## src/rtl/mem_access_stage.sv

```systemverilog
// Memory-access stage: turns ALU load/store results into a single-outstanding req/ack
// bus transaction, formats load data for writeback, and reports misalign / ack timeout.
module mem_access_stage #(
   parameter int XLEN    = 32,
   parameter int TIMEOUT = 16
) (
   input  logic            iClk,
   input  logic            iRst,
   input  logic            iValid,
   input  logic            iMemRead,
   input  logic            iMemWrite,
   input  logic [2:0]      iFunct3,
   input  logic [XLEN-1:0] iAddr,
   input  logic [XLEN-1:0] iWrData,
   input  logic [4:0]      iRdAddr,
   output logic            oStall,
   output logic            oMemReq,
   output logic            oMemWe,
   output logic [XLEN-1:0] oMemAddr,
   output logic [XLEN-1:0] oMemWdata,
   output logic [3:0]      oMemBe,
   input  logic            iMemAck,
   input  logic [XLEN-1:0] iMemRdata,
   output logic            oWbValid,
   output logic [4:0]      oWbRdAddr,
   output logic [XLEN-1:0] oWbData,
   output logic            oMisalign,
   output logic            oBusErr
);

   localparam int CNT_W = (TIMEOUT > 2) ? $clog2(TIMEOUT) : 1;

   typedef enum logic {IDLE, BUSY} state_t;

   state_t           state;
   logic [CNT_W-1:0] cnt;
   logic [1:0]       off;
   logic [2:0]       f3;
   logic             is_load;
   logic [4:0]       rd;

   logic             size_b, size_h, misalign, accept;
   logic [3:0]       be_next;
   logic [XLEN-1:0]  wdata_next;
   logic [XLEN-1:0]  shifted, ld_data;
   logic             sx;

   assign oStall = (state != IDLE);
   assign accept = (state == IDLE) && iValid && (iMemRead || iMemWrite);

   // funct3[1:0] picks the size; 11 and the unused 11x codes fall through to word
   always_comb begin
      size_b     = (iFunct3[1:0] == 2'b00);
      size_h     = (iFunct3[1:0] == 2'b01);
      misalign   = size_h ? iAddr[0] : (!size_b && (iAddr[1:0] != 2'b00));
      be_next    = 4'b1111;
      wdata_next = iWrData;
      if (size_b) begin
         be_next    = 4'b0001 << iAddr[1:0];
         wdata_next = {(XLEN/8){iWrData[7:0]}};
      end else if (size_h) begin
         be_next    = 4'b0011 << iAddr[1:0];
         wdata_next = {(XLEN/16){iWrData[15:0]}};
      end
   end

   // Lane select uses the offset captured at accept, not the live address
   always_comb begin
      shifted = iMemRdata >> {off, 3'b000};
      sx      = ~f3[2];
      ld_data = iMemRdata;
      case (f3[1:0])
         2'b00:   ld_data = {{(XLEN-8){sx & shifted[7]}}, shifted[7:0]};
         2'b01:   ld_data = {{(XLEN-16){sx & shifted[15]}}, shifted[15:0]};
         default: ld_data = iMemRdata;
      endcase
   end

   always_ff @(posedge iClk) begin
      if (iRst) begin
         state     <= IDLE;
         cnt       <= '0;
         off       <= '0;
         f3        <= '0;
         is_load   <= 1'b0;
         rd        <= '0;
         oMemReq   <= 1'b0;
         oMemWe    <= 1'b0;
         oMemAddr  <= '0;
         oMemWdata <= '0;
         oMemBe    <= '0;
         oWbValid  <= 1'b0;
         oWbRdAddr <= '0;
         oWbData   <= '0;
         oMisalign <= 1'b0;
         oBusErr   <= 1'b0;
      end else begin
         oWbValid  <= 1'b0;
         oMisalign <= 1'b0;
         oBusErr   <= 1'b0;
         case (state)
            IDLE: begin
               if (accept) begin
                  if (misalign) begin
                     oMisalign <= 1'b1;
                  end else begin
                     state     <= BUSY;
                     cnt       <= '0;
                     oMemReq   <= 1'b1;
                     oMemWe    <= iMemWrite && !iMemRead;
                     oMemAddr  <= {iAddr[XLEN-1:2], 2'b00};
                     oMemBe    <= be_next;
                     oMemWdata <= wdata_next;
                     off       <= iAddr[1:0];
                     f3        <= iFunct3;
                     is_load   <= iMemRead;
                     rd        <= iRdAddr;
                  end
               end
            end
            BUSY: begin
               // cnt holds (busy cycles - 1), so an ack in the TIMEOUT-th cycle still wins
               if (iMemAck) begin
                  state   <= IDLE;
                  oMemReq <= 1'b0;
                  oMemWe  <= 1'b0;
                  if (is_load && (rd != 5'd0)) begin
                     oWbValid  <= 1'b1;
                     oWbRdAddr <= rd;
                     oWbData   <= ld_data;
                  end
               end else if (cnt == CNT_W'(TIMEOUT - 1)) begin
                  state   <= IDLE;
                  oMemReq <= 1'b0;
                  oMemWe  <= 1'b0;
                  oBusErr <= 1'b1;
               end else begin
                  cnt <= cnt + CNT_W'(1);
               end
            end
            default: state <= IDLE;
         endcase
      end
   end

endmodule

```

## config.mk

```make
export PLATFORM = sky130hd
export DESIGN_NAME = mem_access_stage
export DESIGN_NICKNAME = d
export VERILOG_FILES = /design/src/rtl/mem_access_stage.sv
export SDC_FILE = /design/constraint.sdc
export NUM_CORES = 1
export LEC_CHECK = 0
export CAP_MARGIN = 20
export CORE_MARGIN = 2
export CORE_UTILIZATION = 44
export DETAILED_ROUTE_END_ITERATION = 8
export GPL_TIMING_DRIVEN = 0
export PLACE_DENSITY = 0.81
export SYNTH_ARGS = -nofsm -noshare
export SYNTH_HDL_FRONTEND = slang
export SYNTH_SLANG_ARGS = --single-unit
```

## constraint.sdc

```tcl
create_clock -name iClk -period 2.4 [get_ports iClk]
set_clock_uncertainty 0.15 [all_clocks]
set_input_delay 0.72 -clock iClk [delete_from_list [all_inputs] [get_ports iClk]]
set_output_delay 0.72 -clock iClk [all_outputs]
set_load 0.005 [all_outputs]
```

==> reports/metrics.csv, run 1 <==
metric,value,unit
status,finished clean,
cp-end-kind,flop,
clock_path_buffers,2,
synthXorXnorAreaFrac,0.3113,%
vias,5886,
cts_tree,built,
synth_cells,668,
track_usage,28.07,%
synth-edff-count,0,
antenna_found_initial,0,
ys_seq_area_share,44.12,%
drtIter0Drc,460,
synth_top_family_by_area,compound AO/OA/AOI/OAI gates,
report.final.slew_viol_count,0,
clk_latency,420,ps
final_nets,1019,
wl_per_cell,17.50,µm
fmax,437.9,MHz
post_cts_buffers,0,
slew_headroom,59.43,%
critPathMaxFanout,10,
hold_viol,0,
cts_buffers,17,
timing.hold.ws,301.5,ps
rsz0062_at_grt,no,
worst_pin_slew,608.5,ps
synth.distinct_cells,48,
placed_cells,1057,
start_util,44.77,%
synth_ff_type,dfxtp_1,
p_per_area,663.8,nW/µm²
yosysWarnings,0,
synth_mux_area_share,6.827,%
drc_errors,0,
postLayoutCellArea,8656,µm²
p_leak,3.027,nW
htree_levels,4,
path_class,primary input to flop,
grt_max_degree,17,
final-setup-viol-count,0,
num_rows,41,
grt_first_pass_wirelength,29110,µm
yosys.area_share.simple,20.01,%
syn_to_final_growth,53.84,%
place.gp.congestion,0.9101,
core-area,12570,µm²
drt-total-wl,19060,µm
diodes,0,
vias_per_cell,5.405,
drtAntennaViolNets,0,
drive_gt1_share,8.615,%
path_clk_slew,50,ps
gr-total-overflow,0,
pin_count,221,
die_x,117.1,µm
finalCriticalPeriod,2283,ps
regArea,2482,µm²
die_area,13710,µm²
syn_avg_cell_area,8.423,µm²
synth-compound-area-share,21.46,%
worst_ep_arrival_time,2410,ps
io_buffers,216,
hpwl,14210,µm
die_y,117.1,µm
synth-adder-area-share,1.112,%
placed_cell_area,8008,µm²
firstDrtPassIters,5,
worst_setup_path_start_kind,primary input,
fin_crit_sh,95.14,%
holdBufCountCts,0,
synth_seq_cells,124,
async_flop_share,0,%
required,2530,ps
multi_input_area,2813,µm²
peakVddDrop,0.0005258,V
clock-sinks,124,
cts_root_buffer,clkbuf_16,
utilization,68.87,%
first_global_vias,5676,
finalNonFillerCells,1089,
netlist_area,5627,µm²
hold_path_class,flop to flop,
drv_cap,0,
n_fill_cell,1045,
[routing by layer]
layer	wire (µm)	up-vias	track usage, %	part of all wire (%)
met2	9143	288	47.40	48
met1	7466	2717	31.91	39
met4	620	0	13.49	3.3
met3	1831	47	9.526	9.6
met5	0	-	0	0
li1	-	2834	-	-
[cell usage in the layout, fill, tap and decap left out, types with 22 or more instances in the layout]
cell type,instances
nor2_1,34
mux2i_1,35
o211ai_1,22
dfxtp_1,124
clkbuf_1,31
clkdlybuf4s50_1,214
nand2_1,154
a21oi_1,78
[cells in the mapped netlist (2+ instances only)]
cell | count | area share [%]
a311oi_1 | 11 | 1.7
clkbuf_1 | 37 | 2.5
o311ai_0 | 16 | 2.5
a22oi_1 | 3 | 0.40
nand3_1 | 7 | 0.62
o22a_1 | 7 | 1.1
or2_2 | 2 | 0.22
nor2_1 | 34 | 2.3
buf_4 | 6 | 0.80
nor2b_1 | 10 | 1.1
ha_1 | 5 | 1.1
nand2_1 | 154 | 10
dfxtp_1 | 124 | 44
o211ai_1 | 22 | 2.9
nand3b_1 | 17 | 2.3
buf_6 | 7 | 1.4
o2bb2ai_1 | 7 | 1.1
nor3_1 | 5 | 0.44
o21ai_0 | 11 | 0.98
inv_1 | 3 | 0.20
a21oi_1 | 78 | 6.9
mux2i_1 | 35 | 6.2
and3_1 | 2 | 0.22
a211oi_1 | 17 | 2.3
buf_2 | 13 | 1.2
a211oi_2 | 2 | 0.44
nand2b_1 | 12 | 1.3
[per-stage QoR]
stage	setup WS, ps	power (mW)	setup TNS [ps]
after floorplan	242.9	2.573	0
after global placement	-719.0	3.024	-55450
after detailed placement	-752.5	3.034	-59550
after CTS	30.51	5.762	0
after global routing	14.25	5.933	0
final	116.6	5.745	0
[worst max-delay path, cell delays in order]
cell and delay (ps):
clkdlybuf4s50_1 490, and3_1 180, buf_2 190, o21ai_2 100, buf_4 190, a211oi_4 370
a311oi_2 170
[repair_timing]
action	CTS	global route
endpoints found under the setup margin	85	64
resized for setup	8	11
pin swaps	0	0
[layout make-up]
cell class,count,share of cell area [%]
Clock inverter,11,1.908
Sequential cell,124,28.68
Timing Repair Buffer,216,24.86
Tap cell,172,2.486
Buffer,64,4.004
Clock buffer,21,5.435
Multi-Input combinational cell,478,32.49
Inverter,3,0.1301
[path summary, 6_finish.rpt]
check	startpoint	to	slack, ps	cells after the start
max	iMemAck	oWbData[15]	120	7
min	oMemAddr[7]	oMemAddr[7]	300	2
max reg2reg	f3[1]	oWbData[15]	350	6
min reg2reg	oMemAddr[7]	oMemAddr[7]	300	2
[registers in the layout, summed over array words and instances (netlist names), 2 cells and up]
register   flops
f3             3
oMemAddr      30
off            2
oWbData       32
cnt            4
oMemWdata     32
rd             5
oMemBe         4
oWbRdAddr      5
[power by group]
group / switching, mW / internal (mW) / leakage (nW)
Clock: 0.926 / 1.81 / 0.313
Sequential: 0.0439 / 2.14 / 1.01
Combinational: 0.388 / 0.432 / 1.71
[cell families (layout without fill, tap and decap cells)]
kind of cell	count (synthesis)	after routing
compound gates	181	181
xor+xnor	2	2
other cells	1	2
simple gates	251	251
mux	37	37
fa+ha+maj	5	5
flops	124	124
buf+inv	67	315
No activity file was read; power rests on OpenSTA's default activity.
==> run 2: changes to the inputs <==
CORE_MARGIN = unset   (was 2)
==> run 2 against run 1 <==
Clock power up 10%. Count of clock-buffer cells in the layout down 1. Global-route usage up 1.4 points. Combinational power up 0.7%. Design area up 0.90%. Sequential share of layout area down 0.25 points. Hold slack worse by 2.5 ps. Sequential cell count unchanged. Register-to-register slack worse by 60 ps. Routed wire length about the same. Core utilization up 2.4 points. Via count up 0.59%. Critical endpoint is now oStall.
==> reports/metrics.csv, run 2 (synthesized netlist as in run 1, its figures left out) <==
metric,value,unit
grt_first_pass_wirelength,29550,µm
fin_crit_sh,97.58,%
multi_input_area,2818,µm²
endpoint,oStall,
die_x,115.1,µm
total_power,6.035,mW
n_fill_cell,974,
hpwl,13960,µm
cp-end-kind,output port,
drc_errors,0,
gr-total-overflow,0,
critPathLaunch,oStall,
required,1530,ps
fmax,427.0,MHz
placed_cells,1053,
r2r-end,oWbData[14],
cp_num_buf_inv,1,
status,finished clean,
wl_per_cell,17.56,µm
core-area,12260,µm²
track_usage,29.45,%
cts_root_buffer,clkbuf_16,
regArea,2482,µm²
worst_ep_arrival_time,1470,ps
place.gp.congestion,0.9123,
clock-sinks,124,
drtAntennaViolNets,0,
slew_headroom,55.43,%
p_leak,3.061,nW
critPathMaxFanout,6,
htree_levels,4,
finalCriticalPeriod,2342,ps
vias_per_cell,5.457,
final-setup-viol-count,0,
cpLargestDelayFamily,buffers and inverters,
drt-total-wl,19050,µm
num_rows,40,
path_clk_slew,60,ps
cpPeakStageDelay,580,ps
crit_slowest_cell,clkdlybuf4s50_1,
vias,5921,
largestRegisters,"oMemWdata (32), oWbData (32), oMemAddr (30)",
hold_viol,0,
p_per_area,691.1,nW/µm²
diodes,0,
path_class,flop to output port,
drtIter0Drc,423,
path_cells,clkdlybuf4s50_1,
syn_to_final_growth,55.21,%
hold_path_class,flop to flop,
io_buffers,216,
holdBufCountCts,0,
first_global_vias,5789,
firstDrtPassIters,5,
reg2reg_slack,290,ps
utilization,71.22,%
cts_tree,built,
start_util,45.89,%
worst_setup_path_start_kind,flop,
finalNonFillerCells,1085,
final_nets,1019,
post_cts_buffers,0,
mostFrequentLayoutCells,"214 x clkdlybuf4s50_1, 154 x nand2_1, 124 x dfxtp_1",
clk_latency,420,ps
r2r_start,f3[1],
pin_count,221,
report.final.slew_viol_count,0,
die_y,115.1,µm
drive_gt1_share,9.051,%
worst_pin_slew,668.5,ps
grt_max_degree,17,
crit_cells,1,
antenna_found_initial,0,
cts_buffers,17,
final_common_cell,clkdlybuf4s50_1,
drv_cap,0,
reg2regPathDepth,6,
clock_path_buffers,2,
peakVddDrop,0.0004954,V
die_area,13240,µm²
## run 2: cell types whose count changed in the layout (fill, tap and decap cells not counted), sizes merged
cell           previous run  this run
buf                      24        26
bufinv                    4         6
clkbuf                   63        59
clkdlybuf4s15             0         1
clkinv                    6         3
inv                       3         5
## run 2: how the worst min path moves through the flow
stage,slack (ps),from,to,cells after the start
floorplan,280,is_load,is_load,2
global placement,290,oMemAddr[30],oMemAddr[30],2
detailed placement,290,is_load,is_load,2
CTS,300,is_load,is_load,2
global route,320,oMemWdata[30],oMemWdata[30],2
finish,300,is_load,is_load,2
## run 2: final cells by class
| class | count | area share (%) |
|---|---|---|
| clock inverter | 12 | 2.650 |
| multi-input combinational | 478 | 32.26 |
| sequential | 124 | 28.42 |
| tap | 168 | 2.407 |
| timing repair buffer | 216 | 24.71 |
| buffer | 64 | 4.069 |
| inverter | 3 | 0.1289 |
| clock buffer | 20 | 5.344 |
## run 2: per-layer routing
layer / vias up / track usage [%] / routed length (µm)
li1: 2828 / - / -
met1: 2717 / 34.04 / 7572
met2: 313 / 48.47 / 8811
met3: 63 / 9.383 / 1864
met4: 0 / 16.19 / 804
met5: - / 0 / 0
## run 2: stage by stage
| step | hold WS, ps | setup TNS, ps | setup WS [ps] | cell area, µm² |
|---|---|---|---|---|
| 3_3_place_gp | 290.9 | -55780 | -734.4 | 8003 |
| 5_1_grt | 316.8 | -0.9992 | -0.9992 | 8733 |
| 4_1_cts | 300.3 | 0 | 16.02 | 8717 |
| 2_1_floorplan | 281.9 | 0 | 242.9 | 5630 |
| 6_report | 299.0 | 0 | 58.16 | 8733 |
| 3_5_place_dp | 293.4 | -59920 | -807.4 | 8003 |
## run 2: power breakdown
part	total, mW	internal, mW	switching, mW	leakage, nW
Sequential	2.19	2.14	0.0462	1.01
Clock	3.02	2.04	0.981	0.337
Combinational	0.826	0.435	0.391	1.72
Total	6.04	4.62	1.42	3.06
## run 2: worst reg2reg max path: stages (launching register included)
cell	delay, ps
dfxtp_1	290
buf_2	160
nor2b_1	110
clkbuf_1	330
nor4b_1	540
a211oi_4	150
a211oi_1	270
## run 2: repair_timing
action	CTS	global route
resized for setup	9	23
cloned	0	0
endpoints found under the setup margin	88	72
==> run 3: changes to the inputs <==
SETUP_SLACK_MARGIN = 0.3   (was unset)
==> run 3 against run 2 <==
Count of clock-buffer cells in the layout stayed put. Design area is 1.5% lower. Routed wire length is 1.1% higher. Global-route usage is 0.39 points higher. Fmax is 13% higher. Clock power is 23% lower. Power is 12% lower. Register-to-register slack better by 140 ps. Via count is 1.1% higher. Sequential power hardly changed.
==> reports/metrics.csv, run 3 (synthesized netlist as in run 1, its figures left out) <==
metric,value,unit
clock-sinks,124,
drtAntennaViolNets,0,
final_common_cell,nand2_1,
share_comb_of_total_power,14.9,%
finalCriticalPeriod,2075,ps
swShare,24.70,%
diodes,0,
start_util,45.89,%
fin_ws,324.7,ps
report.final.slew_viol_count,0,
path_class,primary input to flop,
final_nets,1022,
intPower,4.012,mW
p_leak,3.580,nW
grt_first_pass_wirelength,29850,µm
drtIter0Drc,460,
final-setup-viol-count,0,
status,finished clean,
peakVddDrop,0.0004712,V
holdBufCountCts,0,
whs_path_depth,2,
n_fill_cell,1004,
grt_max_degree,17,
firstDrtPassIters,7,
power_frac_seq,41.2,%
p_switching,1.316,mW
finalNonFillerCells,1084,
fin_tns_setup,0,ps
r2r_start,f3[1],
track_usage,29.84,%
cts_root_buffer,clkbuf_16,
reg2regPathDepth,5,
p_per_area,619.3,nW/µm²
clk_latency,410,ps
drc_errors,0,
total_power,5.328,mW
placed_cell_area,8018,µm²
hold_viol,0,
first_global_vias,5856,
gr-total-overflow,0,
drt-total-wl,19270,µm
min_to,oMemAddr[30],
num_rows,40,
hold_path_class,flop to flop,
clkPwrFrac,44.0,%
placed_cells,1053,
cts_tree,built,
fin_crit_sh,86.47,%
utilization,70.16,%
rsz0062_at_grt,no,
required,2520,ps
die_area,13240,µm²
wl_per_cell,17.77,µm
worst_pin_slew,718.6,ps
fmax,481.9,MHz
vias_per_cell,5.525,
vias,5989,
cp-end-kind,flop,
drive_gt1_share,12.23,%
clock_path_buffers,2,
mostFrequentLayoutCells,"154 x nand2_1, 114 x dlygate4sd2_1, 107 x dfxtp_1",
syn_to_final_growth,52.90,%
place.gp.congestion,0.9065,
postLayoutCellArea,8603,µm²
die_y,115.1,µm
reg2reg_slack,430,ps
die_x,115.1,µm
htree_levels,4,
r2r-end,oWbData[13],
cts_buffers,17,
core-area,12260,µm²
worst_setup_path_start_kind,primary input,
io_buffers,216,
path_clk_slew,60,ps
drv_cap,0,
worst_ep_arrival_time,2190,ps
min_from,oMemAddr[30],
pre_cts_ws,-668.4,ps
timing.hold.ws,298.9,ps
antenna_found_initial,0,
slew_headroom,52.10,%
hpwl,14640,µm
pin_count,221,
critPathMaxFanout,10,
largestRegisters,"oMemWdata (32), oWbData (32), oMemAddr (30)",
-- run 3: changes by cell type in the layout (fill, tap and decap cells not counted), sizes merged --
cell and change:
clkinv +3, clkbuf -2, bufinv -5, inv -2, clkdlybuf4s50 -116, dlygate4sd2 +114, clkdlybuf4s15 -1, dlymetal6s2s +2
buf +6
-- run 3: worst max path at each step --
| stage | startpoint | endpoint | slack (ps) | depth (start not counted) |
|---|---|---|---|---|
| 4_1_cts | iValid | off[1] | 260 | 7 |
| 5_1_grt | iMemWrite | oMemReq | 290 | 8 |
| 3_3_place_gp | iAddr[0] | off[0] | -610 | 9 |
| 6_report | iMemWrite | oMemReq | 320 | 8 |
| 2_1_floorplan | iAddr[0] | oMemReq | 310 | 9 |
| 3_5_place_dp | iAddr[0] | off[1] | -670 | 8 |
-- run 3: power by group through the flow --
stage | logic (mW) | registers (mW) | clock network [mW]
after floorplan | 0.345 | 2.23 | 0
after global placement | 0.794 | 2.23 | 0
after detailed placement | 0.808 | 2.23 | 0
after CTS | 0.776 | 2.19 | 2.36
after global routing | 0.857 | 2.20 | 2.49
final | 0.793 | 2.19 | 2.34
-- run 3: final cells by class --
type	count	area [µm²]	share of cell area, %
Sequential cell	124	2504	29.10
Inverter	3	11.26	0.1309
Clock buffer	20	466.7	5.425
Multi-Input combinational cell	478	2890	33.60
Clock inverter	8	71.32	0.8290
Timing Repair Buffer	219	2053	23.87
Buffer	64	396.6	4.610
Tap cell	168	210.2	2.443
-- run 3: worst max-delay path, cell delays in order --
cell and delay, ps:
clkdlybuf4s50_1 400, or2_4 240, and4_1 180, buf_6 140
buf_12 150, buf_6 150, a21oi_1 120, nor2_1 70
-- run 3: layer usage --
layer  vias up  track usage, %  share of wire [%]
li1       2819               -                  -
met4         0           10.91                2.4
met2       269           50.96                 49
met3        33           9.594                8.2
met5         -               0                  0
met1      2868           35.01                 40
-- run 3: timing repair --
action                                 4_1_cts  5_1_grt
setup buffers                                3        0
gates resized for setup                    172       28
cloned                                       0        0
setup endpoints to repair                  220      104
pin swaps                                    3        0
endpoints found under the hold margin        0        0
